[config.mk]
export PLATFORM = sky130hd
export DESIGN_NAME = ext_pipe_unit
export DESIGN_NICKNAME = d
export VERILOG_FILES = /design/src/rtl/ext_pipe_unit.sv
export SDC_FILE = /design/constraint.sdc
export NUM_CORES = 1
export LEC_CHECK = 0
export BUFFER_PORTS_ARGS = -buffer_cell sky130_fd_sc_hd__buf_4
export CORE_MARGIN = 3
export CORE_UTILIZATION = 25
export DETAILED_ROUTE_END_ITERATION = 6
export MAX_ROUTING_LAYER = met4
export PLACE_DENSITY_LB_ADDON = 0.12
export SYNTH_ARGS = -nofsm -noshare
export SYNTH_HDL_FRONTEND = slang
export SYNTH_SLANG_ARGS = --single-unit
[constraint.sdc]
create_clock -name clk -period 1.5 [get_ports clk]
set_input_delay 0 -clock clk [delete_from_list [all_inputs] [get_ports clk]]
set_output_delay 0 -clock clk [all_outputs]
set_load 0.03 [all_outputs]
[src/rtl/ext_pipe_unit.sv]
// Pipelined immediate extender for the decode stage. It covers zero/sign/upper/branch-offset
// modes, has stall and flush control, and provides a sticky illegal-mode flag and a delivery counter.
module ext_pipe_unit #(
    parameter int IMM_W  = 16,
    parameter int DATA_W = 32,
    parameter int LAT    = 1,
    parameter int CNT_W  = 8
) (
    input  logic              clk,
    input  logic              reset,
    input  logic [IMM_W-1:0]  imm,
    input  logic [2:0]        op_ext,
    input  logic              in_valid,
    input  logic              stall,
    input  logic              flush,
    output logic [DATA_W-1:0] ext_out,
    output logic              out_valid,
    output logic              err_sticky,
    output logic [CNT_W-1:0]  out_count
);

    generate
        if (DATA_W < IMM_W + 2 || LAT < 1 || LAT > 4) begin : g_param_check
            $error("ext_pipe_unit: requires DATA_W >= IMM_W + 2 and 1 <= LAT <= 4");
        end
    endgenerate

    logic              w_accept;
    logic              w_illegal;
    logic [DATA_W-1:0] w_sext;
    logic [DATA_W-1:0] w_zext;
    logic [DATA_W-1:0] w_ext;

    assign w_accept  = in_valid & ~stall & ~flush;
    assign w_illegal = op_ext[2] & (op_ext[1:0] != 2'b00);
    assign w_sext    = {{(DATA_W-IMM_W){imm[IMM_W-1]}}, imm};
    assign w_zext    = {{(DATA_W-IMM_W){1'b0}}, imm};

    // Stage-0 computation; the pipeline registers below only carry the result forward.
    always_comb begin
        w_ext = '0;
        case (op_ext)
            3'b000:  w_ext = w_zext;
            3'b001:  w_ext = w_sext;
            3'b010:  w_ext = {imm, {(DATA_W-IMM_W){1'b0}}};
            3'b011:  w_ext = {w_sext[DATA_W-3:0], 2'b00};
            3'b100:  w_ext = {w_zext[DATA_W-3:0], 2'b00};
            default: w_ext = '0;
        endcase
    end

    logic [LAT-1:0]    r_vld;
    logic [DATA_W-1:0] r_data [LAT];
    logic [LAT-1:0]    w_vld_in;
    logic [DATA_W-1:0] w_data_in [LAT];

    genvar gi;
    generate
        for (gi = 0; gi < LAT; gi++) begin : g_stage
            if (gi == 0) begin : g_head
                assign w_vld_in[gi]  = w_accept;
                assign w_data_in[gi] = w_ext;
            end else begin : g_link
                assign w_vld_in[gi]  = r_vld[gi-1];
                assign w_data_in[gi] = r_data[gi-1];
            end
        end
    endgenerate

    // Flush wins over stall; reset wins over both.
    always_ff @(posedge clk) begin
        if (reset) begin
            r_vld <= '0;
        end else if (flush) begin
            r_vld <= '0;
        end else if (!stall) begin
            r_vld <= w_vld_in;
        end
    end

    // Data needs no reset: the output is masked by the valid bit.
    always_ff @(posedge clk) begin
        if (!stall) begin
            for (int i = 0; i < LAT; i++) begin
                r_data[i] <= w_data_in[i];
            end
        end
    end

    logic             r_err;
    logic [CNT_W-1:0] r_cnt;

    always_ff @(posedge clk) begin
        if (reset) begin
            r_err <= 1'b0;
            r_cnt <= '0;
        end else begin
            if (w_accept && w_illegal) begin
                r_err <= 1'b1;
            end
            if (r_vld[LAT-1] && !stall && !flush) begin
                r_cnt <= r_cnt + CNT_W'(1);
            end
        end
    end

    assign out_valid  = r_vld[LAT-1];
    assign ext_out    = r_vld[LAT-1] ? r_data[LAT-1] : '0;
    assign err_sticky = r_err;
    assign out_count  = r_cnt;

endmodule

==> metrics, run 1 <==
flop-to-flop setup slack 70 ps; # IOs 66; reg2reg path depth 3; DRC 0; Worst Skew 2.55 ps; crit-path cells or3b_4, or4_1, a21oi_1; post-synthesis adder-cell area fraction 0.584%; All-Layer GR Usage 12.4%; number of I/O port buffers 65; CP max stage delay 470 ps; final WL 5.66 mm; post-synthesis mux area share 1.99%; Routed wire per std cell 14.6 um; final setup vio count 0; required time of the critical path 1730 ps; Place WS 6.20 ps; Final Critical Period 1430 ps; unrepaired setup endpoints after global routing false; hold_ws 2.68 ps; Hold Crit Start in_valid; hold path endpoint out_valid; largest family of logic cells by synthesized area simple AND/OR/NAND/NOR gates; total gr overflow 0; post-DP HPWL 4.04 mm; routing usage on met3 2.97%; worst r2r dst out_count[5]; maximum VDD drop 0.248 mV; latest clock arrival within the worst-skew pair 290 ps; Startpoint Class flip-flop; Netlist cell types 30; critical path arrival 1660 ps; crit path max fanout 8; number of global-route vias before repair 1761; CTS buffer count 5; Synthesis Warnings 0; largest net degree at the start of global routing 35; post-synthesis cell count 209; slew margin rel. 37.9%; hold crit path type in2reg; FP Rows 33; static leakage 1.24 nW; Final Power 2.40 mW; layout cells sized above 1 30.5%; area delta synth->final 36.7%; Sinks on Clock Net 42; post-synthesis sequential area ratio 54.2%; status complete, no violations; core area 8260 um2; H-tree level count 2; Post-synth EDFFs 32; Via density 4.55; synthesized area per cell 10.2 um2; drt pass-1 iters 4; GRT Max-Usage Layer met2; Nets 306; Via Count 1761; crit path capture type flip-flop; CP Class reg2reg; area of the die 9720 um2; total negative slack 0 ps; Synth Cell Area 2140 um2; crit path max-delay cell type or4_1; worst slew pin tran 927 ps; die height 98.6 um; compound-gate portion of the synthesized area 15.0%; Starting Density 25.9%; PD cells 821 nW/um2; Post-Synth XOR/XNOR Area 0.818%; max-cap violation count 0; Worst Hold Depth 3; routability cong. 0.803; chip width 98.6 um; GR Util met1 16.0%; n_diodes 0; Clock Root Buffer clkbuf_8; CTS clk-pin slew, worst paths 80 ps; CTS Buffer Depth 2; CTS tree done; met2 usage 19.5%; DR iter-0 viols 82; remaining antenna violation count 0; first-pass GRT wire length 9.23 mm; FFs w/ async S/R, synth 0%; Main synth FF type edfxtp_1; Final Cycle Share 95.4%; fmax 0.699 GHz; Final Worst Setup Slack 68.6 ps; Synth Area in Simple Gates 24.2%; Final Hold Vio Count 0; Synth Register Bits 42; initial antenna violation count 0; fin. max-slew vios 0; FF-to-FF Start out_valid; post-synth net total 234; Fillers 877
## per-stage QoR
stage               cell area, um2  instances  utilization (%)
finish                        2930        387             35.5
CTS                           2900        385             35.1
detailed placement            2790        374             33.8
global route                  2930        387             35.5
global placement              2790        374             33.8
floorplan                     2150        209                -
## metal layers
layer / part of all wire [%] / wire (um)
met5: 0 / 0
met3: 5.1 / 289
met1: 46 / 2620
met2: 48 / 2740
met4: 0.14 / 8
## logic make-up after synthesis
kind of cell,count (synthesis)
adders and majority gates,1
and+or+nand+nor,89
AOI/OAI and AO/OA,55
DFF,42
buffers and inverters,16
muxes,4
xor gates and xnor gates,2
## flip-flops by register name, indices dropped and copies added, names as in the netlist
name / cells
err_sticky: 1
out_valid: 1
r_data: 32
out_count: 8
## layout make-up
cell class,instances,area [um2],area share [%]
Timing Repair Buffer,78,611,20.9
Sequential cell,42,1170,39.9
Clock buffer,8,80.1,2.74
Multi-Input combinational cell,151,927,31.7
Tap cell,105,131,4.49
Inverter,3,11.3,0.385
## where the power goes
group / internal [mW] / switching, mW
clock: 0.331 / 0.377
sequential: 1.34 / 0.0152
combinational: 0.148 / 0.195
total: 1.82 / 0.588
## timing repair
item / CTS / global route
resized for setup: 0 / 2
hold endpoints to repair: 10 / 2
buffers inserted: 0 / 0
hold buffers: 3 / 2
setup endpoints to repair: 0 / 4
## worst max-delay path by stage
stage,from,to,slack (ps),cells past startpoint
floorplan,out_valid,out_count[6],-50,4
global placement,op_ext[1],r_data[0][5],20,5
detailed placement,op_ext[1],r_data[0][30],6,4
CTS,out_valid,out_count[5],3,3
global route,out_count[0],out_count[4],10,4
finish,out_valid,out_count[5],70,3
## synthesized netlist by cell type, drive strengths merged (3+ instances only)
master / n / area share, %
a21o: 13 / 4.6
a21oi: 20 / 4.7
and2: 33 / 9.6
clkbuf: 12 / 2.1
dfxtp: 10 / 9.3
edfxtp: 32 / 45
inv: 3 / 0.53
nand2: 17 / 3.0
nor2: 5 / 0.88
nor2b: 17 / 5.0
nor3b: 4 / 1.4
o21ai: 17 / 4.0
o31ai: 3 / 1.1
or4: 3 / 1.1
## cells in the final DEF, fill, tap and decap left out, types with 2 or more instances in the layout
master,instances
buf_4,72
and2_1,32
edfxtp_1,32
a21oi_1,20
nor2b_1,17
nand2_1,17
o21ai_0,17
a21o_1,13
dfxtp_1,7
nor2_1,5
clkbuf_8,5
dlygate4sd3_1,5
nor3b_1,3
inv_1,3
o31ai_1,3
or4_1,3
clkbuf_1,3
mux2_2,2
nand4_1,2
nand3_1,2
mux2i_1,2
dfxtp_2,2
## critical path, delay by kind of cell (launching register included)
| family | cells | cell delay [ps] |
|---|---|---|
| AO/OA/AOI/OAI | 1 | 130 |
| flip-flops | 1 | 350 |
| AND/OR/NAND/NOR | 2 | 890 |
No activity file was read; power rests on OpenSTA's default activity.
==> run 2, diff against run 1 <==
--- a/config.mk
+++ b/config.mk
@@ -10,7 +10,6 @@
 export CORE_UTILIZATION = 25
 export DETAILED_ROUTE_END_ITERATION = 6
 export MAX_ROUTING_LAYER = met4
-export PLACE_DENSITY_LB_ADDON = 0.12
 export SYNTH_ARGS = -nofsm -noshare
 export SYNTH_HDL_FRONTEND = slang
 export SYNTH_SLANG_ARGS = --single-unit
==> metrics, run 2 (same netlist as run 1, synthesis figures left out) <==
total gr overflow 0; PD cells 831 nW/um2; CTS clk-pin slew, worst paths 80 ps; unrepaired setup endpoints after global routing false; H-tree level count 2; All-Layer GR Usage 11.5%; Sequential Area 1170 um2; CTS tree done; hold crit path type in2reg; worst slew pin tran 847 ps; Routed wire per std cell 14.1 um; # IOs 66; DRC 0; die height 98.6 um; Startpoint Class flip-flop; largest net degree at the start of global routing 36; crit path capture type flip-flop; fin cells 386; core area 8260 um2; initial antenna violation count 0; layout cells sized above 1 30.6%; crit-path cells or3b_4, or4_1, a21oi_1; static leakage 1.24 nW; CTS buffer count 5; routability cong. 0.780; number of global-route vias before repair 1725; Via density 4.52; final core occ 35.4%; FP Rows 33; n_diodes 0; first-pass GRT wire length 8.74 mm; maximum VDD drop 0.316 mV; Logic pwr share 13.8%; number of I/O port buffers 65; area of the multi-input gates 922 um2; DR iter-0 viols 79; P_sw 0.573 mW; commonest cells after routing, fill and taps aside buf_4 (72), and2_1 (32), edfxtp_1 (32); Final Power 2.43 mW; GR Util met1 14.4%; max reg flops 32; latest clock arrival within the worst-skew pair 280 ps; Largest Register r_data; post-DP HPWL 3.89 mm; required time of the critical path 1720 ps; Post-DP Area 2770 um2; most common cell after layout, fill and taps aside buf_4; final setup vio count 0; slew margin rel. 43.4%; Starting Density 25.9%; max-cap violation count 0; CP Class reg2reg; GRT Max-Usage Layer met2; status complete, no violations; critical path arrival 1650 ps; routing usage on met3 2.97%; chip width 98.6 um; postcts setup bufs 0; remaining antenna violation count 0; Final Cycle Share 95.5%; final WL 5.44 mm; Nets 305; final instance area 2920 um2; crit path max fanout 7; CP max stage delay 480 ps; internal power 1.86 mW; Worst Skew 1.04 ps; Final Critical Period 1430 ps; drt pass-1 iters 6; CTS Buffer Depth 2; hold_ws 16.7 ps; fin. max-slew vios 0; Seq pwr share 55.7%; area delta synth->final 36.4%; Via Count 1745; fmax 0.698 GHz; total negative slack 0 ps; Placed Instances 374; Final Hold Vio Count 0; Sinks on Clock Net 42; clock network power share 30.5%; Final Worst Setup Slack 68.2 ps; Clock Root Buffer clkbuf_8; Sw Ratio 23.6%; met2 usage 18.4%; Fillers 851; area of the die 9720 um2; Place WS 7.83 ps; crit path max-delay cell type or4_1
==> run 2: changes by cell type in the layout (fill, tap and decap cells not counted), sizes merged <==
cell / previous run / this run
dlygate4sd3: 5 / 4
==> run 2: path summary, 6_finish.rpt <==
kind	end	start	slack [ps]	cells after the start
worst max register to register	out_count[6]	out_valid	70	3
worst min-delay path	r_data[0][28]	imm[12]	20	2
worst max-delay path	out_count[6]	out_valid	70	3
worst min register to register	err_sticky	err_sticky	450	2
==> run 2: critical path: cells and delay by family (launching register included) <==
family / cells / cell delay [ps]
DFF: 1 / 360
and+or+nand+nor: 2 / 890
AOI/OAI and AO/OA: 1 / 130
==> run 2: cell type report <==
| cell class | count | share of cell area, % |
|---|---|---|
| flip-flops and latches | 42 | 39.9 |
| clock buffers | 8 | 3.08 |
| repair buffers | 77 | 20.5 |
| inverters | 3 | 0.385 |
| well taps | 105 | 4.49 |
| multi-input cells | 151 | 31.5 |
==> run 2: metal layers <==
layer  vias up  routed length, um
met2        45               2590
met5         -                  0
li1        878                  -
met1       820               2530
met4         0                 25
met3         2                304
==> run 2: what timing repair did <==
action | 4_1_cts | 5_1_grt
hold buffers | 4 | 0
setup endpoints to repair | 1 | 4
endpoints found under the hold margin | 10 | 0
resized for setup | 1 | 4
==> run 2: power groups by stage <==
| stage | Combinational (mW) | Clock [mW] | Sequential [mW] |
|---|---|---|---|
| finish | 0.334 | 0.742 | 1.35 |
| global route | 0.369 | 0.805 | 1.36 |
| CTS | 0.336 | 0.771 | 1.35 |
| detailed placement | 0.326 | 0 | 1.38 |
| global placement | 0.320 | 0 | 1.38 |
| floorplan | 0.173 | 0 | 1.38 |
